File: src/rtl/product_term_config_loader_if.sv
// Programming-side bundle for product_term_config_loader: serial bit handshake,
// session control, status and the committed mask bank.
interface product_term_config_loader_if #(
  parameter int input_signal_count = 88,
  parameter int product_term_count = 5
);
  logic start;
  logic abort;
  logic bit_data;
  logic bit_valid;
  logic bit_ready;
  logic busy;
  logic done;
  logic error;
  logic configuration_valid;
  logic [product_term_count*input_signal_count-1:0] configuration;

  modport master (
    output start, abort, bit_data, bit_valid,
    input  bit_ready, busy, done, error, configuration_valid, configuration
  );

  modport slave (
    input  start, abort, bit_data, bit_valid,
    output bit_ready, busy, done, error, configuration_valid, configuration
  );
endinterface

File: src/rtl/product_term_config_loader.sv
// Serial loader for one macrocell's product-term masks. Bits are shifted LSB
// first into a shadow bank and the whole bank is copied to the active
// configuration in a single COMMIT cycle, so consumers never see a partial load.
// Optional per-term even-parity checking: define PRODUCT_TERM_CONFIG_PARITY_EN.
module product_term_config_loader #(
  parameter int input_signal_count = 88,
  parameter int product_term_count = 5
) (
  input logic                         clock,
  input logic                         reset_n,
  product_term_config_loader_if.slave bus
);

  localparam int W  = input_signal_count;
  localparam int T  = product_term_count;
  localparam int BW = (W > 1) ? $clog2(W) : 1;
  localparam int TW = (T > 1) ? $clog2(T) : 1;
  localparam logic [BW-1:0] BIT_LAST  = BW'(W - 1);
  localparam logic [TW-1:0] TERM_LAST = TW'(T - 1);

`ifdef PRODUCT_TERM_CONFIG_PARITY_EN
  typedef enum logic [1:0] {IDLE, LOAD, PARITY, COMMIT} state_t;
`else
  typedef enum logic [1:0] {IDLE, LOAD, COMMIT} state_t;
`endif

  state_t          state, state_next;
  logic [BW-1:0]   bit_index;
  logic [TW-1:0]   term_index;
  logic [W-1:0]    shadow [T];
  logic            ready_c;
  logic            start_accept;
  logic            load_xfer;
  logic            commit_fire;
  logic            bit_is_last;
  logic            term_is_last;

  assign start_accept = (state == IDLE) && bus.start && !bus.abort;
  assign load_xfer    = (state == LOAD) && bus.bit_valid && !bus.abort;
  assign commit_fire  = (state == COMMIT) && !bus.abort;
  assign bit_is_last  = (bit_index == BIT_LAST);
  assign term_is_last = (term_index == TERM_LAST);

`ifdef PRODUCT_TERM_CONFIG_PARITY_EN
  logic parity_acc;
  logic parity_xfer;
  logic parity_bad;
  logic error_q;

  assign parity_xfer = (state == PARITY) && bus.bit_valid && !bus.abort;
  // Even parity over data plus parity bit: running XOR must end at zero.
  assign parity_bad  = parity_acc ^ bus.bit_data;
  assign bus.error   = error_q;
`else
  assign bus.error   = 1'b0;
`endif

  assign bus.bit_ready = ready_c;
  assign bus.busy      = (state != IDLE);

  // State register.
  always_ff @(posedge clock or negedge reset_n) begin
    if (!reset_n) state <= IDLE;
    else          state <= state_next;
  end

  // Next-state and handshake decode; abort out-ranks any transfer in the same cycle.
  always_comb begin
    state_next = state;
    ready_c    = 1'b0;
    case (state)
      IDLE: begin
        if (bus.start && !bus.abort) state_next = LOAD;
      end
      LOAD: begin
        ready_c = 1'b1;
        if (bus.abort) begin
          state_next = IDLE;
        end else if (bus.bit_valid && bit_is_last) begin
`ifdef PRODUCT_TERM_CONFIG_PARITY_EN
          state_next = PARITY;
`else
          if (term_is_last) state_next = COMMIT;
`endif
        end
      end
`ifdef PRODUCT_TERM_CONFIG_PARITY_EN
      PARITY: begin
        ready_c = 1'b1;
        if (bus.abort) begin
          state_next = IDLE;
        end else if (bus.bit_valid) begin
          if (parity_bad)        state_next = IDLE;
          else if (term_is_last) state_next = COMMIT;
          else                   state_next = LOAD;
        end
      end
`endif
      COMMIT: state_next = IDLE;
      default: state_next = IDLE;
    endcase
  end

  // Shadow bank and bit/term counters.
  always_ff @(posedge clock or negedge reset_n) begin
    if (!reset_n) begin
      bit_index  <= '0;
      term_index <= '0;
      for (int unsigned t = 0; t < T; t++) shadow[t] <= '0;
    end else if (start_accept) begin
      bit_index  <= '0;
      term_index <= '0;
    end else if (load_xfer) begin
      shadow[term_index][bit_index] <= bus.bit_data;
      if (bit_is_last) begin
        bit_index <= '0;
`ifndef PRODUCT_TERM_CONFIG_PARITY_EN
        if (!term_is_last) term_index <= term_index + TW'(1);
`endif
      end else begin
        bit_index <= bit_index + BW'(1);
      end
    end
`ifdef PRODUCT_TERM_CONFIG_PARITY_EN
    else if (parity_xfer && !parity_bad && !term_is_last) begin
      term_index <= term_index + TW'(1);
    end
`endif
  end

`ifdef PRODUCT_TERM_CONFIG_PARITY_EN
  // Running parity per term and the sticky error flag, cleared by an accepted start.
  always_ff @(posedge clock or negedge reset_n) begin
    if (!reset_n) begin
      parity_acc <= 1'b0;
      error_q    <= 1'b0;
    end else if (start_accept) begin
      parity_acc <= 1'b0;
      error_q    <= 1'b0;
    end else if (load_xfer) begin
      parity_acc <= parity_acc ^ bus.bit_data;
    end else if (parity_xfer) begin
      parity_acc <= 1'b0;
      if (parity_bad) error_q <= 1'b1;
    end
  end
`endif

  // Atomic commit of the shadow bank into the active configuration.
  always_ff @(posedge clock or negedge reset_n) begin
    if (!reset_n) begin
      bus.configuration       <= '1;
      bus.configuration_valid <= 1'b0;
      bus.done                <= 1'b0;
    end else begin
      bus.done <= commit_fire;
      if (commit_fire) begin
        for (int unsigned t = 0; t < T; t++) bus.configuration[t*W +: W] <= shadow[t];
        bus.configuration_valid <= 1'b1;
      end
    end
  end

endmodule

File: src/flat_wrapper.sv
// flat-port wrapper written by rule: the top's interface ports become plain ports
module product_term_config_loader_flat 
#(
  parameter int input_signal_count = 88,
  parameter int product_term_count = 5
)
  (clock, reset_n, bus_start, bus_abort, bus_bit_data, bus_bit_valid, bus_bit_ready, bus_busy, bus_done, bus_error, bus_configuration_valid, bus_configuration);
  product_term_config_loader_if #(.input_signal_count(input_signal_count), .product_term_count(product_term_count)) bus_i ();
  input logic clock;
  input logic reset_n;
  input wire logic [$bits(bus_i.start)-1:0] bus_start;
  input wire logic [$bits(bus_i.abort)-1:0] bus_abort;
  input wire logic [$bits(bus_i.bit_data)-1:0] bus_bit_data;
  input wire logic [$bits(bus_i.bit_valid)-1:0] bus_bit_valid;
  output wire logic [$bits(bus_i.bit_ready)-1:0] bus_bit_ready;
  output wire logic [$bits(bus_i.busy)-1:0] bus_busy;
  output wire logic [$bits(bus_i.done)-1:0] bus_done;
  output wire logic [$bits(bus_i.error)-1:0] bus_error;
  output wire logic [$bits(bus_i.configuration_valid)-1:0] bus_configuration_valid;
  output wire logic [$bits(bus_i.configuration)-1:0] bus_configuration;
  assign bus_i.start = bus_start;
  assign bus_i.abort = bus_abort;
  assign bus_i.bit_data = bus_bit_data;
  assign bus_i.bit_valid = bus_bit_valid;
  assign bus_bit_ready = bus_i.bit_ready;
  assign bus_busy = bus_i.busy;
  assign bus_done = bus_i.done;
  assign bus_error = bus_i.error;
  assign bus_configuration_valid = bus_i.configuration_valid;
  assign bus_configuration = bus_i.configuration;
  product_term_config_loader #(.input_signal_count(input_signal_count), .product_term_count(product_term_count)) u_core (.clock(clock), .reset_n(reset_n), .bus(bus_i));
endmodule
File: config.mk
export PLATFORM = sky130hd
export DESIGN_NAME = product_term_config_loader_flat
export DESIGN_NICKNAME = d
export VERILOG_FILES = /design/src/rtl/product_term_config_loader_if.sv /design/src/rtl/product_term_config_loader.sv /design/src/flat_wrapper.sv
export SDC_FILE = /design/constraint.sdc
export NUM_CORES = 1
export LEC_CHECK = 0
export ABC_AREA = 1
export BUFFER_PORTS_ARGS = -buffer_cell sky130_fd_sc_hd__clkbuf_2
export CORE_MARGIN = 8
export CORE_UTILIZATION = 25
export CTS_CLUSTER_DIAMETER = 80
export DETAILED_ROUTE_END_ITERATION = 8
export SLEW_MARGIN = 10
export SYNTH_ARGS = -nofsm -noshare
export SYNTH_HDL_FRONTEND = slang
export SYNTH_SLANG_ARGS = --single-unit
File: constraint.sdc
create_clock -name clock -period 2.5 [get_ports clock]
set_input_delay 0.125 -clock clock [delete_from_list [all_inputs] [get_ports clock]]
set_output_delay 0.125 -clock clock [all_outputs]
set_load 0.05 [all_outputs]
# After elaboration in Yosys (flattened, before gate mapping)
# Index checks and enable logic that the tools add are counted.
# Widths: inputs -> output; s select.
# word_totals
input_bits,6
output_inout_bits,445
reg_bits,894
word_cells,62
# classes
bitwise_logic,2
n_mux,18
magnitude_cmp,4
eq_ne,8
reduce_logical,17
addsub,2
# op_table
cell,count
$bwmux 440,1
$demux 88 s3,1
$mux 88,1
$mux 7,3
$mux 3,4
$logic_and 1x1->1,9
$lt 7x8->1 const B,1
$mux 2,4
$add 7x1->7 const B,1
$demux 1 s7,1
$eq 7x7->1 const B,1
$ge 7x1->1 const B,1
$reduce_and 3->1,2
$reduce_bool 2->1,3
$ge 4x4->1 const B,1
$lt 4x1->1 const B,1
$not 3->4,1
$pmux 2 s2,1
$add 3x1->3 const B,1
$eq 3x3->1 const B,1
$ne 3x2->1 const B,1
$ne 3x3->1 const B,1
$eq 2x1->1 const B,1
$eq 2x2->1 const B,1
7 further kinds,8

# Depth between registers and ports, before layout
# Gate-level depths: netlist of the first run.
# depth
depth_word,7
mapped_depth,9
mapped_depth_nobuf,8

# Worst setup path before layout of the first run
# Ideal clock, no wire load.
# synth_path
path_type,register -> register
from,register u_core.term_index[2]
to,register u_core.shadow[154] (netlist name)
required_time_ns,2.370
setup_ns,0.130
n_path_buf,3
slack_ns,0.959
arrival_time_ns,1.411
synth_period_minus_slack_ns,1.541
stages_incl_launch_ff,8
path_cell_list,dfrtp_1 > buf_2 > nor3_2 > buf_2 > clkbuf_1 > nand3_1 > nand2_1 > o21ai_1
# synth_between
elab_chain_len,6
word_cells_on_any_way,7
classes_between,order compare (2); mux (3); bitwise (1); reduce/logical (1)
# synth_lines
item,line,text
from (decl),product_term_config_loader.sv:29,logic [TW-1:0] term_index;
from (signal assigned),product_term_config_loader.sv:118,if (!term_is_last) term_index <= term_index + TW'(1);
$not 3->4 (not written as such) (*),product_term_config_loader.sv:114,shadow[term_index][bit_index] <= bus.bit_data;
$ge 4x4->1 (not written as such) or $lt 4x1->1 (tied branches),product_term_config_loader.sv:114,
$logic_and 1x1->1 (not written as such),product_term_config_loader.sv:114,
$mux 88 (not written as such),product_term_config_loader.sv:114,
$demux 88 s3 (*),product_term_config_loader.sv:114,
$bwmux 440 (*),product_term_config_loader.sv:114,
"to (signal, indexed assignment)",product_term_config_loader.sv:114,
to (decl),product_term_config_loader.sv:30,logic [W-1:0] shadow [T];
# Mark *: on every way between the ends. The rest lies on a longest branch, timed or not.
# A chain may end at the register's enable or synchronous reset.

# Worst setup path in the final report of the first run
# layout_path
from,register u_core.bit_index[1]
to,register u_core.shadow[148] (netlist name)
# layout_between
elab_chain_len,7
word_cells_on_any_way,8
classes_between,order compare (2); mux (5); reduce/logical (1)
# layout_lines
item,line,text
from (decl),product_term_config_loader.sv:28,logic [BW-1:0] bit_index;
from (signal assigned),product_term_config_loader.sv:121,bit_index <= bit_index + BW'(1);
$lt 7x8->1 (not written as such) or $ge 7x1->1 (tied branches),product_term_config_loader.sv:114,
$logic_and 1x1->1 (not written as such),product_term_config_loader.sv:114,
$mux 1 (not written as such),product_term_config_loader.sv:114,
$demux 1 s7 (*),--,
$mux 88 (not written as such) (*),product_term_config_loader.sv:114,
$demux 88 s3 (*),product_term_config_loader.sv:114,
$bwmux 440 (*),product_term_config_loader.sv:114,
# Marks and branches as above.

==> flow_metrics.env, run 1 <==
export IMPL_clock_root_buffer="clkbuf_16"
export IMPL_wl_met2_um=58780
export IMPL_drt_iter0_drc=2665
export IMPL_grt_pass1_wl_um=191600
export IMPL_leakagePower_nw=21.55
export IMPL_path_clk_slew_ps=60
export IMPL_status="finished, final reports clean"
export IMPL_place_gp_congestion=0.7836
export IMPL_synthTopCellsByCount="nand2_1 (1959), dfrtp_1 (454), nand3_1 (451)"
export IMPL_vias_per_cell=4.623
export IMPL_fin_cells=6618
export IMPL_reg2reg_slack_ps=220
export IMPL_max_freq_ghz=0.4377
export IMPL_arrival_ps=2880
export IMPL_layout_area_overhead_vs_synth_pct=23.95
export IMPL_period_share_pct=91.39
export IMPL_slew_headroom_pct=45.22
export IMPL_clkLatencyLatePin_ps=730
export IMPL_worstMarginPinSlew_ps=821.7
export IMPL_crit_chain="inv_1, nand3_2, buf_4, nor2_1, nand3_1, nand2_1, o21ai_0"
export IMPL_finalSetupTns_ps=0
export IMPL_ys_warn_count=0
export IMPL_synth_cell_types=25
export IMPL_core_rowCount=141
export IMPL_avgSynthCellArea_um2=8.816
export IMPL_drt_first_pass_iters=5
export IMPL_synth_top_area_share_pct=31.30
export IMPL_top_layer_used="met4"
export IMPL_synth_area_leader_cell="dfstp_2"
export IMPL_synth_edf_count=0
export IMPL_power_density_nw_per_um2=733.6
export IMPL_dp_hpwl_um=82340
export IMPL_synthTopCellsByArea="dfstp_2 (31%), dfrtp_1 (31%), nand2_1 (20%), nand3_1 (6.1%), o21ai_0 (3.4%)"
export IMPL_drive_above_1_share_pct=26.63
export IMPL_vias=30590
export IMPL_numCtsBuffers=105
export IMPL_die_y_um=400.4
export IMPL_clock_skew_final_ps=49.89
export IMPL_critPathLaunchType="flip-flop"
export IMPL_critPathRequiredTime_ps=3100
export IMPL_yosysMostFrequentCell="nand2_1"
export IMPL_cts_tree="built"
export IMPL_io_pin_count=451
export IMPL_r2r_cells=7
export IMPL_cp_slowest_cell="dfrtp_1"
export IMPL_ff_latch_area_um2=22920
export IMPL_nNetsFinal=4602
export IMPL_cp_slowest_stage_delay_ps=480
export IMPL_start_util_pct=25.08
export IMPL_wl_met1_um=55260
export IMPL_peakVddDrop_v=0.0005189
export IMPL_synthFlopType="dfrtp_1"
export IMPL_route_met3_wl_um=6885
export IMPL_max_cap_viol_count=0
export IMPL_htreeDepth=3
export IMPL_overflow=0
export IMPL_synth_seq_cells=894
export IMPL_wire_per_inst_um=18.97
export IMPL_hold_class="in2async"
export IMPL_multi_input_area_um2=12770
export IMPL_slew_violations=0
export IMPL_min_period_ps=2285
export IMPL_syn_inst=4190
export IMPL_portBuffers=449
export IMPL_grt_pass1_vias=29980
export IMPL_antenna_found_initial=2
export IMPL_crit_fanout=7
export IMPL_path_class="reg2reg"
export IMPL_ant_nets=0
export IMPL_synth_seq_area_share_pct=62.05
export IMPL_cts_buffer_depth=3
export IMPL_timing_rr_end="u_core.shadow[148]$_DFFE_PN0P_"
export IMPL_drc=0
export IMPL_finalHoldViolCount=0
export IMPL_dieArea_um2=160300
export IMPL_syn_cell_area_um2=36940
export IMPL_grt_setup_unrepaired="no"
export IMPL_grt_max_degree=160
export IMPL_postCtsSetupBuffers=0
export IMPL_die_w_um=400.4
export IMPL_clkSinkCount=894
export IMPL_place_inst=6410
export IMPL_fillers=15220
export IMPL_endpoint_kind="flip-flop"
export IMPL_wl_um=125500
export IMPL_timing_rr_start="u_core.bit_index[1]$_DFFE_PN0P_"
export IMPL_synthArstFlopShare_pct=100.0
export IMPL_core_um2=147300
export IMPL_setup_violations=0
export IMPL_syn_num_nets=4199
export IMPL_grt_usage_pct=15.13
## layout by cell type, fill, tap and decap left out, types with 70 or more instances in the layout
master     count
dfrtp_1      454
o21ai_0      251
buf_4         81
nand4_1      164
dfstp_2      440
nor2_1        70
nand2_1     1959
clkbuf_2     447
nand3_1      443
clkbuf_16    105
## per-layer routing
| metal | up-vias | global-route usage [%] |
|---|---|---|
| li1 | 14400 | - |
| met5 | - | 0 |
| met1 | 15070 | 20.51 |
| met3 | 209 | 2.725 |
| met4 | 0 | 5.676 |
| met2 | 917 | 24.11 |
## critical path, delay by kind of cell (launching register included)
family / cells / cell delay [ps]
AOI/OAI and AO/OA: 1 / 80
buffers and inverters: 2 / 570
DFF: 1 / 480
and+or+nand+nor: 4 / 1020
## cell type report
type / instances / area share (%)
flip-flops and latches: 894 / 50.06
multi-input cells: 2984 / 27.90
repair buffers: 582 / 8.455
clock buffers: 148 / 6.506
well taps: 1930 / 5.274
clock inverters: 52 / 1.536
inverters: 26 / 0.2569
diodes: 2 / 0.01093
## power breakdown
group          switching (mW)  internal [mW]
registers              0.0836           14.6
logic                    2.40          0.477
clock network            6.65           9.39
total                    9.13           24.5
## flip-flops by register name, summed over array words and instances, names as in the netlist
name	count
u_core.bus.done	1
u_core.bus.configuration	440
u_core.shadow	440
u_core.state	2
u_core.bus.configuration_valid	1
u_core.bit_index	7
u_core.term_index	3
## repair_timing
action / in CTS / in global routing
gates resized for setup: 0 / 2
hold buffers: 6 / 0
hold endpoints to repair: 434 / 0
setup endpoints to repair: 0 / 2
## metrics by stage
stage / setup WS [ps] / util [%] / hold slack (ps) / total power [mW] / instance area (um2)
final: 215.2 / 31.08 / 233.7 / 33.59 / 45790
after global placement: 214.8 / 28.53 / 135.0 / 17.78 / 42020
after CTS: 144.4 / 31.07 / 184.4 / 34.04 / 45770
after detailed placement: 191.7 / 28.53 / 139.6 / 17.79 / 42020
after global routing: 40.73 / 31.08 / 232.5 / 34.73 / 45780
after floorplan: 958.8 / - / -170.6 / 16.17 / 36940
## cell families after synthesis
logic type / count (synthesis) / share of synthesized area [%]
AO/OA/AOI/OAI: 291 / 3.956
XOR/XNOR: 2 / 0.04743
adder cells (fa/ha/maj): 3 / 0.1016
buffers and inverters: 312 / 3.587
flip-flops: 894 / 62.05
other: 1 / 0.01015
AND/OR/NAND/NOR: 2687 / 30.25
## how the worst max path moves through the flow
stage | startpoint | endpoint | depth (start not counted)
after floorplan | u_core.term_index[2]$_DFFE_PN0P_ | u_core.shadow[154]$_DFFE_PN0P_ | 7
after global placement | u_core.bit_index[0]$_DFFE_PN0P_ | u_core.shadow[38]$_DFFE_PN0P_ | 7
after detailed placement | u_core.bit_index[0]$_DFFE_PN0P_ | u_core.shadow[38]$_DFFE_PN0P_ | 7
after CTS | u_core.bit_index[0]$_DFFE_PN0P_ | u_core.shadow[150]$_DFFE_PN0P_ | 6
after global routing | u_core.bit_index[0]$_DFFE_PN0P_ | u_core.shadow[148]$_DFFE_PN0P_ | 7
final | u_core.bit_index[1]$_DFFE_PN0P_ | u_core.shadow[148]$_DFFE_PN0P_ | 7
No activity file was read; power rests on OpenSTA's default activity.
==> inputs of run 2 (changes only) <==
ABC_AREA = 0   (was 1)
==> flow_metrics.env, run 2 <==
export IMPL_peakVddDrop_v=0.0004941
export IMPL_path_clk_slew_ps=60
export IMPL_start_util_pct=25.04
export IMPL_postCtsSetupBuffers=0
export IMPL_ant_nets=0
export IMPL_path_class="reg2reg"
export IMPL_slew_violations=0
export IMPL_max_freq_ghz=0.4225
export IMPL_yosysMostFrequentCell="mux2_2"
export IMPL_cts_tree="built"
export IMPL_dpl_worst_slack_ps=280.5
export IMPL_max_cap_viol_count=0
export IMPL_synthMuxAreaShare_pct=26.96
export IMPL_wire_per_inst_um=22.81
export IMPL_ff_latch_area_um2=22920
export IMPL_grt_setup_unrepaired="no"
export IMPL_synth_seq_cells=894
export IMPL_finalSetupTns_ps=0
export IMPL_synthTopCellsByArea="dfstp_2 (31%), dfrtp_1 (31%), mux2_2 (26%), nand3_1 (3.5%), nand2_1 (1.9%)"
export IMPL_power_density_nw_per_um2=671.0
export IMPL_crit_chain="buf_4, nand2b_1, nor3_2, nand4_1, nor4b_1, dlygate4sd3_1"
export IMPL_wl_um=116900
export IMPL_synthAdderAreaFrac_pct=0.1020
export IMPL_hold_class="in2reg"
export IMPL_core_um2=147000
export IMPL_postLayoutCellArea_um2=46070
export IMPL_grt_pass1_wl_um=169300
export IMPL_dpl_instance_area_um2=42520
export IMPL_cp_slowest_cell="dlygate4sd3_1"
export IMPL_layout_cells_most_common_list="mux2_2 (866), dfrtp_1 (454), clkbuf_2 (447)"
export IMPL_drc=0
export IMPL_htreeDepth=3
export IMPL_synthArstFlopShare_pct=100.0
export IMPL_whs_ps=61.78
export IMPL_clkLatencyLatePin_ps=740
export IMPL_min_period_ps=2367
export IMPL_synthFlopType="dfrtp_1"
export IMPL_leakagePower_nw=21.00
export IMPL_endpoint_kind="flip-flop"
export IMPL_arrival_ps=3040
export IMPL_portBuffers=449
export IMPL_place_gp_congestion=0.7616
export IMPL_overflow=0
export IMPL_status="finished, final reports clean"
export IMPL_grt_usage_pct=14.26
export IMPL_synth_xor_area_share_pct=0.04760
export IMPL_cp_slowest_stage_delay_ps=580
export IMPL_fillers=14710
export IMPL_crit_fanout=12
export IMPL_top_regs="u_core.bus.configuration x440, u_core.shadow x440, u_core.bit_index x7"
export IMPL_syn_inst=2602
export IMPL_clock_skew_final_ps=59.67
export IMPL_grt_max_degree=97
export IMPL_setup_violations=0
export IMPL_numCtsBuffers=104
export IMPL_worstMarginPinSlew_ps=827.8
export IMPL_drt_iter0_drc=1202
export IMPL_grt_pass1_vias=23870
export IMPL_multi_input_area_um2=13200
export IMPL_period_share_pct=94.67
export IMPL_crit_buf_inv=2
export IMPL_nNetsFinal=3112
export IMPL_syn_cell_area_um2=36800
export IMPL_die_w_um=399.7
export IMPL_critPathRequiredTime_ps=3170
export IMPL_slew_headroom_pct=44.81
export IMPL_layout_area_overhead_vs_synth_pct=25.19
export IMPL_drt_first_pass_iters=5
export IMPL_synth_seq_area_share_pct=62.28
export IMPL_dp_hpwl_um=80440
export IMPL_drive_above_1_share_pct=66.96
export IMPL_clkSinkCount=894
export IMPL_die_y_um=399.7
export IMPL_core_rowCount=141
export IMPL_ys_warn_count=0
export IMPL_critPathLaunchType="flip-flop"
export IMPL_io_pin_count=451
export IMPL_crit_family="simple AND/OR/NAND/NOR gates"
export IMPL_synthTopCellsByCount="mux2_2 (866), dfrtp_1 (454), dfstp_2 (440)"
export IMPL_avgSynthCellArea_um2=14.14
export IMPL_vias=22890
export IMPL_finalHoldViolCount=0
export IMPL_synth_area_leader_cell="dfstp_2"
export IMPL_final_common_cell="mux2_2"
export IMPL_vias_per_cell=4.466
export IMPL_synth_top_area_share_pct=31.41
export IMPL_cts_buffer_depth=3
export IMPL_setup_ws_ps=133.2
export IMPL_clock_root_buffer="clkbuf_16"
export IMPL_synth_compound_area_share_pct=0.2788
export IMPL_synth_cell_types=53
export IMPL_synth_edf_count=0
export IMPL_antenna_found_initial=5
export IMPL_synth_top_family_by_area="multiplexers"
export IMPL_syn_num_nets=2611
export IMPL_dieArea_um2=159700
export IMPL_synthSimpleGateAreaFrac_pct=7.860
==> run 2: changes by cell type in the layout (fill, tap and decap cells not counted), sizes merged, moves of 30 or more <==
cell / change
nand3: -196
nor3: +30
nand4: -157
mux2: +880
nand2: -1779
o21ai: -275
nor2: -45
==> run 2: worst paths after layout <==
| check | startpoint | endpoint | cells after the start | slack (ps) |
|---|---|---|---|---|
| min in group asynchronous | reset_n | u_core.shadow[375]$_DFFE_PN0P_ | 2 | 80 |
| max in group asynchronous | reset_n | u_core.bus.configuration[99]$_DFFE_PN1P_ | 3 | 1390 |
| setup reg to reg | u_core.bit_index[5]$_DFFE_PN0P_ | u_core.state[1]$_DFFE_PN0P_ | 6 | 130 |
| setup / recovery | u_core.bit_index[5]$_DFFE_PN0P_ | u_core.state[1]$_DFFE_PN0P_ | 6 | 130 |
| hold / removal | bus_bit_data | u_core.shadow[92]$_DFFE_PN0P_ | 2 | 60 |
| hold reg to reg | u_core.shadow[87]$_DFFE_PN0P_ | u_core.bus.configuration[439]$_DFFE_PN1P_ | 1 | 460 |
==> run 2: cells by family (layout without fill, tap and decap cells) <==
| logic type | Yosys count | in the layout |
|---|---|---|
| DFF | 894 | 894 |
| muxes | 881 | 881 |
| and+or+nand+nor | 590 | 590 |
| buffers and inverters | 214 | 805 |
| AOI/OAI and AO/OA | 17 | 17 |
| adders and majority gates | 3 | 3 |
| xor gates and xnor gates | 2 | 2 |
| other | 1 | 3 |
==> run 2: routing by layer <==
metal | wire, um | share of wire [%] | track usage [%]
met1 | 51130 | 44 | 18.70
met2 | 54310 | 46 | 22.66
met3 | 7712 | 6.6 | 3.913
met4 | 3750 | 3.2 | 4.914
met5 | 7 | 0.0060 | 0
==> run 2: repair_timing <==
action                                  CTS  global route
hold buffers                              5             0
hold endpoints to repair                143             0
endpoints found under the setup margin    0             1
resized for setup                         0             1
==> run 2: per-stage QoR <==
| stage | utilization [%] | total power [mW] | cells |
|---|---|---|---|
| after detailed placement | 28.93 | 15.86 | 4922 |
| after global routing | 31.35 | 32.04 | 5124 |
| after CTS | 31.35 | 31.46 | 5123 |
| after floorplan | - | 15.08 | 2602 |
| after global placement | 28.93 | 15.86 | 4922 |
| final | 31.35 | 30.91 | 5125 |
==> run 2: area by class of cell <==
class	instances	share of cell area, %
Clock buffer	151	6.447
Tap cell	1930	5.241
Antenna cell	2	0.01086
Timing Repair Buffer	605	8.739
Clock inverter	45	1.135
Sequential cell	894	49.75
Multi-Input combinational cell	1494	28.64
Inverter	4	0.03259
==> run 2: report_power, final <==
part	switching, mW	internal [mW]	leakage [nW]
combinational	0.798	0.219	8.42
clock	6.53	8.80	1.71
sequential	0.0326	14.5	10.9
total	7.36	23.6	21.0
